`src/rtl/pipe_bus_skid_rx.sv`:
```
// pipe_bus_skid_rx
//   Receiving end of the packed pipeline bus. This is a 2-entry skid buffer
//   (HEAD + SKID) with a valid/ready handshake, placed between a producer
//   stage and a consumer that can stall.
//   The head entry is presented both as the packed bus and as decoded key
//   fields. i_ready comes straight from a flop, so the upstream ready path is
//   broken. The block supports a synchronous flush and keeps a saturating
//   count of stall cycles.
//
// Packed bus layout (MSB..LSB):
//   PC_reg[32] | instruct[32] | rd[5] | reg_write_en[1] | rd_data[32]
//
// Ports
//   clk, rst_n        clock (rising edge), synchronous active-low reset
//   flush             synchronous flush; empties the buffer
//   i_valid/i_ready   upstream handshake (i_ready registered)
//   i_bus             upstream packed bus
//   o_valid/o_ready   downstream handshake for the head entry
//   o_bus             head entry, or a NOP bubble when empty
//   o_PC_reg, o_instruct, o_rd, o_reg_write_en, o_rd_data
//                     decoded fields of o_bus
//   o_count           occupancy 0..2
//   o_stall_cycles    saturating count of o_valid & !o_ready cycles
module pipe_bus_skid_rx #(
    parameter int WIDTH = 102,
    parameter int CNT_W = 16
) (
    input  logic             clk,
    input  logic             rst_n,
    input  logic             flush,
    input  logic             i_valid,
    output logic             i_ready,
    input  logic [WIDTH-1:0] i_bus,
    output logic             o_valid,
    input  logic             o_ready,
    output logic [WIDTH-1:0] o_bus,
    output logic [31:0]      o_PC_reg,
    output logic [31:0]      o_instruct,
    output logic [4:0]       o_rd,
    output logic             o_reg_write_en,
    output logic [31:0]      o_rd_data,
    output logic [1:0]       o_count,
    output logic [CNT_W-1:0] o_stall_cycles
);

    // Field positions within the packed bus.
    localparam int RD_DATA_LSB = 0;
    localparam int RWE_BIT     = 32;
    localparam int RD_LSB      = 33;
    localparam int INSTR_LSB   = 38;
    localparam int PC_LSB      = 70;

    localparam logic [1:0] EMPTY = 2'd0;
    localparam logic [1:0] ONE   = 2'd1;
    localparam logic [1:0] FULL  = 2'd2;

    logic [WIDTH-1:0] head_q, head_d;
    logic [WIDTH-1:0] skid_q, skid_d;
    logic [1:0]       cnt_q, cnt_d;
    logic             rdy_q;
    logic [CNT_W-1:0] stall_q;

    logic accept, pop;
    logic [WIDTH-1:0] bubble;

    assign accept = i_valid & rdy_q;
    assign pop    = o_valid & o_ready;

    // NOP bubble: "addi x0, x0, 0" in the instruct field, every other field zero.
    always_comb begin
        bubble = '0;
        bubble[INSTR_LSB +: 32] = 32'h0000_0013;
    end

    // Next-state logic for occupancy and storage.
    always_comb begin
        cnt_d  = cnt_q;
        head_d = head_q;
        skid_d = skid_q;
        case (cnt_q)
            EMPTY: begin
                if (accept) begin
                    cnt_d  = ONE;
                    head_d = i_bus;
                end
            end
            ONE: begin
                if (accept && !pop) begin
                    cnt_d  = FULL;
                    skid_d = i_bus;
                end else if (accept && pop) begin
                    head_d = i_bus;
                end else if (pop) begin
                    cnt_d = EMPTY;
                end
            end
            FULL: begin
                // i_ready is low here, so nothing can be accepted.
                if (pop) begin
                    cnt_d  = ONE;
                    head_d = skid_q;
                end
            end
            default: cnt_d = EMPTY;
        endcase
    end

    always_ff @(posedge clk) begin
        if (!rst_n) begin
            cnt_q   <= EMPTY;
            rdy_q   <= 1'b1;
            head_q  <= '0;
            skid_q  <= '0;
            stall_q <= '0;
        end else begin
            // A flush does not clear the stall counter; only reset does.
            if (o_valid && !o_ready && (stall_q != {CNT_W{1'b1}}))
                stall_q <= stall_q + 1'b1;
            if (flush) begin
                cnt_q <= EMPTY;
                rdy_q <= 1'b1;
            end else begin
                cnt_q  <= cnt_d;
                head_q <= head_d;
                skid_q <= skid_d;
                // Ready is computed from the next occupancy, so it never
                // depends combinationally on o_ready.
                rdy_q  <= (cnt_d != FULL);
            end
        end
    end

    assign i_ready        = rdy_q;
    assign o_valid        = (cnt_q != EMPTY);
    assign o_count        = cnt_q;
    assign o_bus          = o_valid ? head_q : bubble;
    assign o_PC_reg       = o_bus[PC_LSB +: 32];
    assign o_instruct     = o_bus[INSTR_LSB +: 32];
    assign o_rd           = o_bus[RD_LSB +: 5];
    assign o_reg_write_en = o_bus[RWE_BIT] & o_valid;
    assign o_rd_data      = o_bus[RD_DATA_LSB +: 32];
    assign o_stall_cycles = stall_q;

endmodule

```
`config.mk`:
```
export PLATFORM = sky130hd
export DESIGN_NAME = pipe_bus_skid_rx
export DESIGN_NICKNAME = d
export VERILOG_FILES = /design/src/rtl/pipe_bus_skid_rx.sv
export SDC_FILE = /design/constraint.sdc
export NUM_CORES = 1
export LEC_CHECK = 0
export CAP_MARGIN = 10
export CORE_MARGIN = 3
export CORE_UTILIZATION = 32
export DETAILED_ROUTE_END_ITERATION = 12
export PLACE_DENSITY_LB_ADDON = 0.05
export SETUP_SLACK_MARGIN = 0.05
export SLEW_MARGIN = 0
export SYNTH_ARGS = -nofsm -noshare
export SYNTH_HDL_FRONTEND = slang
export SYNTH_SLANG_ARGS = --single-unit
export TNS_END_PERCENT = 50
```
`constraint.sdc`:
```
create_clock -name clk -period 2.4 [get_ports clk]
set_input_delay 0.48 -clock clk [delete_from_list [all_inputs] [get_ports clk]]
set_output_delay 0.48 -clock clk [all_outputs]
set_load 0.03 [all_outputs]
```
# Yosys cells after proc, flatten, opt, wreduce, memory -nomap -nowiden
# Index checks and enable logic that the tools add are counted.
# word_totals
register_bits	223
in_bits	107
out_inout_bits	224
wordCells	43
# classes
n_addsub	1
n_eq_ne	8
n_mux	12
bitwise_logic	5
n_reduce_logical	12
# op_table
operator	count
$mux W102	5
$pmux W102 S3	1
$add A16 B1 Y16 const B	1
$ne A16 B16 Y1 const B	1
$mux W2	5
$ne A2 B2 Y1 const B	5
$pmux W2 S3	1
$reduce_and A6 Y1	1
$logic_and A1 B1 Y1	4
$and A1 B1 Y1	3
$reduce_and A3 Y1	1
$reduce_bool A3 Y1	1
$eq A2 B1 Y1 const B	1
$eq A2 B2 Y1 const B	1
$logic_not A1 Y1	2
$logic_not A2 Y1	1
$not A1 Y1	2
$reduce_bool A2 Y1	1
$reduce_or A2 Y1	1

# Logic depth before layout (Yosys ltp)
# Gate-level depths: netlist of run 1.
# depth
depth_word	7
mapped_depth	8

# Least setup slack after synthesis of run 1
# Ideal clock, no wire load.
# synth_path
path_type	reg-to-output
from	register cnt_q[1] (netlist: o_count[1])
to	output port o_bus[32]
t_arrival_ns	1.921
slack_ns	-0.001
path_stages_with_launch	7
path_buffers	4
cell_sequence	dfxtp_1 buf_2 or2_2 clkbuf_1 clkbuf_1 and2_1 buf_4
# synth_between
elab_chain_len	2
# synth_rtl
element	line	rtl
from (decl)	59	logic [1:0] cnt_q, cnt_d;
from (signal assigned)	123	cnt_q <= cnt_d;
$reduce_bool A2 Y1	134	assign o_valid = (cnt_q != EMPTY);
$mux W102	136	assign o_bus = o_valid ? head_q : bubble;
to (decl)	36	output logic [WIDTH-1:0] o_bus,
# No other way between the ends.

# Final worst setup path of run 1
# layout_path
from	register cnt_q[1] (netlist: o_count[1])
to	output port o_bus[62]
# The elaborated chain is that of the path after synthesis.

==> results of run 1 <==
-- kinds of logic after synthesis --
kind of cell,synth area share [%]
simple gates,15.1
mux,10.5
flops,39.5
fa+ha+maj,0.111
compound gates,22.1
xor+xnor,0.155
buf+inv,12.6
-- where the power goes --
group	total [mW]	internal, mW	switching [mW]
Clock	4.13	2.55	1.59
Sequential	3.90	3.85	0.0564
Combinational	1.27	0.614	0.654
Total	9.30	7.01	2.30
-- cell usage after synthesis, types with 3 or more instances --
library cell	instances
mux2i_1	4
nand2_1	215
nor2_1	5
and3_1	3
buf_4	110
nand2b_1	5
and2_1	99
o21ai_0	3
or4_1	4
o21ai_1	3
buf_6	19
nand4_1	5
mux2_2	102
clkbuf_1	65
o31ai_1	4
nand3_1	4
buf_2	18
or3_1	6
dfxtp_1	223
a21oi_1	113
o21bai_1	103
buf_1	6
o311a_1	102
-- layout make-up --
type,instances,area [sq um]
Timing Repair Buffer,376,3400
Tap cell,455,569
Clock inverter,5,50.0
Sequential cell,223,4460
Multi-Input combinational cell,802,5490
Clock buffer,45,866
Inverter,3,13.8
Fill cell,3411,19900
-- per-layer routing --
layer | share of wire, % | up-vias
met1 | 47 | 4536
met3 | 6.0 | 44
met4 | 2.3 | 0
met5 | 0 | -
li1 | - | 4660
met2 | 45 | 263
-- sequential cells by signal (all words and copies together) (netlist names) --
name and cells:
o_count 2, skid_q 102, o_stall_cycles 16, head_q 102, i_ready 1
-- worst min-delay path, delay by kind of cell (launching register included) --
kind | cells | cell delay, ps
AOI/OAI and AO/OA | 1 | 50
and+or+nand+nor | 1 | 50
DFF | 1 | 300
-- timing repair --
action | in CTS | in global routing
resized for setup | 11 | 1
endpoints found under the setup margin | 199 | 5
cloned | 0 | 0
-- stage by stage --
step	util [%]	setup TNS, ps	instance area [sq um]
detailed placement	40.1	0	13900
floorplan	-	-12.0	11400
CTS	42.7	0	14800
finish	42.8	0	14800
global route	42.8	0	14800
global placement	40.1	0	13900
-- worst min-delay path by stage --
stage,startpoint,to,slack (ps),depth (start not counted)
after floorplan,skid_q[0],skid_q[0],430,2
after global placement,skid_q[1],skid_q[1],440,2
final,skid_q[97],skid_q[97],450,2
after CTS,skid_q[13],skid_q[13],450,2
after detailed placement,skid_q[13],skid_q[13],450,2
after global routing,skid_q[13],skid_q[13],470,2
==> results.sh, run 1 <==
export IMPL_synth_fp_nets=1355
export IMPL_finalSetupViolCount=0
export IMPL_fmax_mhz=445
export IMPL_grt_met2_usage_pct=27.6
export IMPL_synthCells=1247
export IMPL_wl_per_cell_um=17.5
export IMPL_mostFrequentLayoutCells="225 x buf_4, 223 x dfxtp_1, 215 x nand2_1"
export IMPL_grt_met1_usage_pct=23.5
export IMPL_busiest_layer="met2"
export IMPL_placed_cells=1859
export IMPL_fin_total_pwr_mw=9.30
export IMPL_gr_total_overflow=0
export IMPL_regToRegStartpoint="o_stall_cycles[0]"
export IMPL_cts_root_buf="clkbuf_16"
export IMPL_cp_endpoint="o_bus[62]"
export IMPL_finalCritPeriodShare_pct=93.6
export IMPL_die_h_um=194
export IMPL_nNetsFinal=1542
export IMPL_antenna_left=0
export IMPL_diodes=0
export IMPL_synth_area_leaders="dfxtp_1 39%, mux2_2 10%, o311a_1 9.0%"
export IMPL_cts_tree="done"
export IMPL_clk_latency_ps=530
export IMPL_cts_hold_buf=0
export IMPL_routed_wirelength_um=33400
export IMPL_synth_edf_count=0
export IMPL_gr_usage_all_layers_pct=17.1
export IMPL_clk_path_buf_depth=3
export IMPL_finalWorstSetupSlack_ps=154
export IMPL_slew_viol_final=0
export IMPL_min_period_ps=2250
export IMPL_synth_seq_cells=223
export IMPL_leakage_nw=5.93
export IMPL_clk_pin_slew_ps=50
export IMPL_final_common_cell="buf_4"
export IMPL_worstSetupStartpointType="flip-flop"
export IMPL_crit_chain="or2_4, buf_6, and2_2, buf_4"
export IMPL_rsz0062_at_grt="false"
export IMPL_maxCapViolations=0
export IMPL_cp_arrival_ps=1770
export IMPL_slowest_delay_ps=310
export IMPL_worst_pin_slew_ps=628
export IMPL_pre_cts_ws_ps=55.1
export IMPL_yosysSeqAreaShare_pct=39.5
export IMPL_startpoint="o_count[1]"
export IMPL_rows=68
export IMPL_via_count=9503
export IMPL_whs_ps=451
export IMPL_grt_first_pass_wirelength_um=53000
export IMPL_synth_top_cell_area_share_pct=39.5
export IMPL_end_kind="output pin"
export IMPL_htree_levels=1
export IMPL_cp_max_fo=32
export IMPL_final_layout_size_suffix_gt1_share_pct=30.1
export IMPL_instances_no_fill=1909
export IMPL_portBuffers=330
export IMPL_crit_slowest_cell="dfxtp_1"
export IMPL_powerDensity_nw_per_um2=627
export IMPL_yosysUniqueCellTypes=44
export IMPL_via_per_inst=4.98
export IMPL_maxSlewHeadroom_pct=58.0
export IMPL_hold_viol=0
export IMPL_gp_congestion=0.727
export IMPL_synth_async_reset_ratio_pct=0
export IMPL_syn_area_sq_um=11300
export IMPL_dieWidth_um=194
export IMPL_critical_path_top_delay_family="simple AND/OR/NAND/NOR gates"
export IMPL_dieArea_sq_um=37600
export IMPL_post_cts_buffers=0
export IMPL_worst_ep_required_time_ps=1920
export IMPL_antenna_found_initial=0
export IMPL_drt_iter0_drc=385
export IMPL_critPathKind="reg2out"
export IMPL_area_delta_synth_final_pct=31.3
export IMPL_hp_class="reg2reg"
export IMPL_rr_endpoint="o_stall_cycles[1]"
export IMPL_boundaryPins=331
export IMPL_rrSetupSlack_ps=350
export IMPL_fin_skew_ps=10.6
export IMPL_grt_pass1_vias=9221
export IMPL_core_sq_um=34700
export IMPL_start_util_pct=32.6
export IMPL_reg2reg_depth=6
export IMPL_crit_cells=4
export IMPL_cts_buffers=28
export IMPL_yosys_warnings=0
export IMPL_dp_hpwl_um=21300
export IMPL_cts_num_sinks=223
export IMPL_drcViolationCount=0
export IMPL_status="complete, no violations"
export IMPL_crit_buf_inv=2
export IMPL_synthFlopType="dfxtp_1"
export IMPL_grt_max_degree=107
export IMPL_met3_usage_pct=3.49
export IMPL_vdd_drop_max_v=0.000458
export IMPL_yosysTopAreaCell="dfxtp_1"
export IMPL_syn_avg_cell_area_sq_um=9.07
export IMPL_dr_pass1_iters=4
Note: power is estimated with default switching activity, not from simulation.
==> inputs of run 2 (changes only) <==
--- a/config.mk
+++ b/config.mk
@@ -5,6 +5,7 @@
 export SDC_FILE = /design/constraint.sdc
 export NUM_CORES = 1
 export LEC_CHECK = 0
+export ABC_AREA = 1
 export CAP_MARGIN = 10
 export CORE_MARGIN = 3
 export CORE_UTILIZATION = 32
==> results.sh, run 2 <==
export IMPL_status="complete, no violations"
export IMPL_whs_ps=403
export IMPL_fmax_mhz=431
export IMPL_wl_per_cell_um=13.8
export IMPL_critical_path_top_delay_family="buffers and inverters"
export IMPL_rsz0062_at_grt="true"
export IMPL_cp_arrival_ps=1840
export IMPL_reg2reg_depth=11
export IMPL_maxCapViolations=0
export IMPL_portBuffers=330
export IMPL_synth_async_reset_ratio_pct=0
export IMPL_worstSetupStartpointType="flip-flop"
export IMPL_worst_path_most_repeated_cell="buf_4"
export IMPL_drcViolationCount=0
export IMPL_grt_pass1_vias=8747
export IMPL_yosysMostFrequentCell="dfxtp_1"
export IMPL_synthFlopType="dfxtp_1"
export IMPL_grt_met1_usage_pct=21.3
export IMPL_clk_pin_slew_ps=60
export IMPL_instances_no_fill=2147
export IMPL_critPathKind="reg2out"
export IMPL_rr_endpoint="head_q[40]"
export IMPL_finalSetupViolCount=0
export IMPL_crit_cells=6
export IMPL_rrSetupSlack_ps=490
export IMPL_syn_area_sq_um=10600
export IMPL_switchingPower_mw=2.23
export IMPL_hp_class="in2reg"
export IMPL_synth_seq_cells=223
export IMPL_synth_edf_count=0
export IMPL_worst_ep_required_time_ps=1920
export IMPL_antenna_found_initial=3
export IMPL_startpoint="o_count[0]"
export IMPL_synth_commonest_cells="223 x dfxtp_1, 218 x a21oi_1, 217 x inv_1"
export IMPL_pwr_share_clk_pct=43.3
export IMPL_cts_hold_buf=0
export IMPL_yosysTopAreaCell="dfxtp_1"
export IMPL_antenna_left=0
export IMPL_htree_levels=1
export IMPL_yosysSeqAreaShare_pct=42.0
export IMPL_busiest_layer="met2"
export IMPL_maxSlewHeadroom_pct=45.5
export IMPL_mostFrequentLayoutCells="221 x dfxtp_1, 218 x a21oi_1, 217 x inv_1"
export IMPL_met3_usage_pct=3.91
export IMPL_synth_fp_nets=1607
export IMPL_nNetsFinal=1796
export IMPL_dr_pass1_iters=4
export IMPL_leakage_nw=5.67
export IMPL_via_count=9652
export IMPL_worst_pin_slew_ps=817
export IMPL_grt_max_degree=206
export IMPL_gp_congestion=0.742
export IMPL_finalWorstSetupSlack_ps=79.0
export IMPL_cts_tree="done"
export IMPL_slew_viol_final=0
export IMPL_dieArea_sq_um=35400
export IMPL_crit_buf_inv=4
export IMPL_dieWidth_um=188
export IMPL_synth_area_leaders="dfxtp_1 42%, a21oi_1 10%, o21ai_0 10%"
export IMPL_diodes=0
export IMPL_powerDensity_nw_per_um2=626
export IMPL_final_layout_size_suffix_gt1_share_pct=13.3
export IMPL_yosys_warnings=0
export IMPL_area_delta_synth_final_pct=33.5
export IMPL_rows=66
export IMPL_gr_total_overflow=0
export IMPL_min_period_ps=2320
export IMPL_grt_met2_usage_pct=26.0
export IMPL_power_frac_seq_pct=44.0
export IMPL_cts_buffers=27
export IMPL_gr_usage_all_layers_pct=16.0
export IMPL_cp_endpoint="o_bus[38]"
export IMPL_crit_chain="nor2_4, buf_4, buf_4, buf_4, or2_2, buf_4"
export IMPL_syn_avg_cell_area_sq_um=7.08
export IMPL_fin_skew_ps=13.2
export IMPL_pre_cts_ws_ps=186
export IMPL_crit_slowest_cell="dfxtp_4"
export IMPL_final_common_cell="dfxtp_1"
export IMPL_via_per_inst=4.50
export IMPL_intPower_mw=6.64
export IMPL_clk_latency_ps=520
export IMPL_die_h_um=188
export IMPL_placed_area_sq_um=13500
export IMPL_cp_max_fo=5
export IMPL_yosysUniqueCellTypes=24
export IMPL_hold_viol=0
export IMPL_synth_top_cell_area_share_pct=42.0
export IMPL_slowest_delay_ps=370
export IMPL_clk_path_buf_depth=3
export IMPL_p_sw_share_pct=25.2
export IMPL_dp_hpwl_um=19300
export IMPL_cts_num_sinks=223
export IMPL_regToRegStartpoint="o_count[0]"
export IMPL_cts_root_buf="clkbuf_16"
export IMPL_vdd_drop_max_v=0.000438
export IMPL_end_kind="output pin"
export IMPL_core_sq_um=32600
export IMPL_drt_iter0_drc=539
export IMPL_grt_first_pass_wirelength_um=47100
export IMPL_placed_cells=2092
export IMPL_fillerInstances=3403
export IMPL_fin_area_sq_um=14200
export IMPL_routed_wirelength_um=29600
export IMPL_p_comb_share_pct=12.7
export IMPL_finalCritPeriodShare_pct=96.7
export IMPL_start_util_pct=32.6
export IMPL_boundaryPins=331
export IMPL_synthCells=1499
export IMPL_hold_depth=3
==> run 2: changes by cell type in the layout (fill, tap and decap cells not counted), sizes merged, moves of 96 or more <==
cell           previous run  this run
and2                     99         0
a21oi                   113       218
inv                       3       217
mux2                    102         0
o21bai                  103         0
nor2                      5       133
o311a                   102         0
o21ai                     6       306
buf                     247        81
clkdlybuf4s15             0        96
==> run 2: final cells by class <==
class / count / area (sq um) / area share (%)
flip-flops and latches: 223 / 4470 / 31.5
multi-input cells: 854 / 4040 / 28.5
repair buffers: 365 / 3470 / 24.5
inverters: 217 / 815 / 5.75
clock buffers: 38 / 767 / 5.41
well taps: 442 / 553 / 3.90
clock inverters: 8 / 65.1 / 0.459
==> run 2: how the worst min path moves through the flow <==
stage                     startpoint         end  slack [ps]
final                          rst_n  skid_q[37]         400
after floorplan           skid_q[10]  skid_q[10]         420
after CTS                      rst_n  skid_q[47]         370
after detailed placement   skid_q[3]   skid_q[3]         440
after global routing           rst_n  skid_q[40]         400
after global placement    skid_q[71]  skid_q[71]         430
==> run 2: power by group through the flow <==
stage | clock network (mW) | registers, mW | logic, mW
2_1_floorplan | 0 | 3.98 | 0.726
3_3_place_gp | 0 | 3.98 | 1.15
3_5_place_dp | 0 | 3.99 | 1.16
4_1_cts | 4.02 | 3.91 | 1.14
5_1_grt | 4.14 | 3.92 | 1.26
6_report | 3.84 | 3.91 | 1.12
==> run 2: logic make-up after synthesis <==
family	count (synthesis)	synth area share, %
AOI/OAI and AO/OA	525	24.8
adders and majority gates	1	0.118
DFF	223	42.0
xor gates and xnor gates	6	0.495
buffers and inverters	422	20.4
and+or+nand+nor	322	12.2
==> run 2: through the flow <==
step / utilization, % / total power [mW] / setup TNS [ps]
6_report: 43.4 / 8.87 / 0
2_1_floorplan: - / 4.71 / 0
3_5_place_dp: 41.4 / 5.14 / 0
5_1_grt: 43.4 / 9.32 / -13.4
4_1_cts: 44.0 / 9.07 / -1790
3_3_place_gp: 41.4 / 5.13 / 0
==> run 2: metal layers <==
| metal | routed length [um] | vias to the layer above | part of all wire (%) |
|---|---|---|---|
| li1 | - | 5078 | - |
| met1 | 13600 | 4275 | 46 |
| met2 | 13200 | 250 | 45 |
| met3 | 2160 | 43 | 7.3 |
| met4 | 588 | 6 | 2.0 |
| met5 | 41 | - | 0.14 |
==> run 2: what timing repair did <==
item | in CTS | in global routing
setup buffers | 5 | 3
setup endpoints to repair | 201 | 180
pin swaps | 1 | 1
cloned | 1 | 0
gates resized for setup | 444 | 148
==> run 2: worst min-delay path: cells and delay by family <==
kind,cells,cell delay (ps)
AOI/OAI and AO/OA,2,150
buffers and inverters,1,220
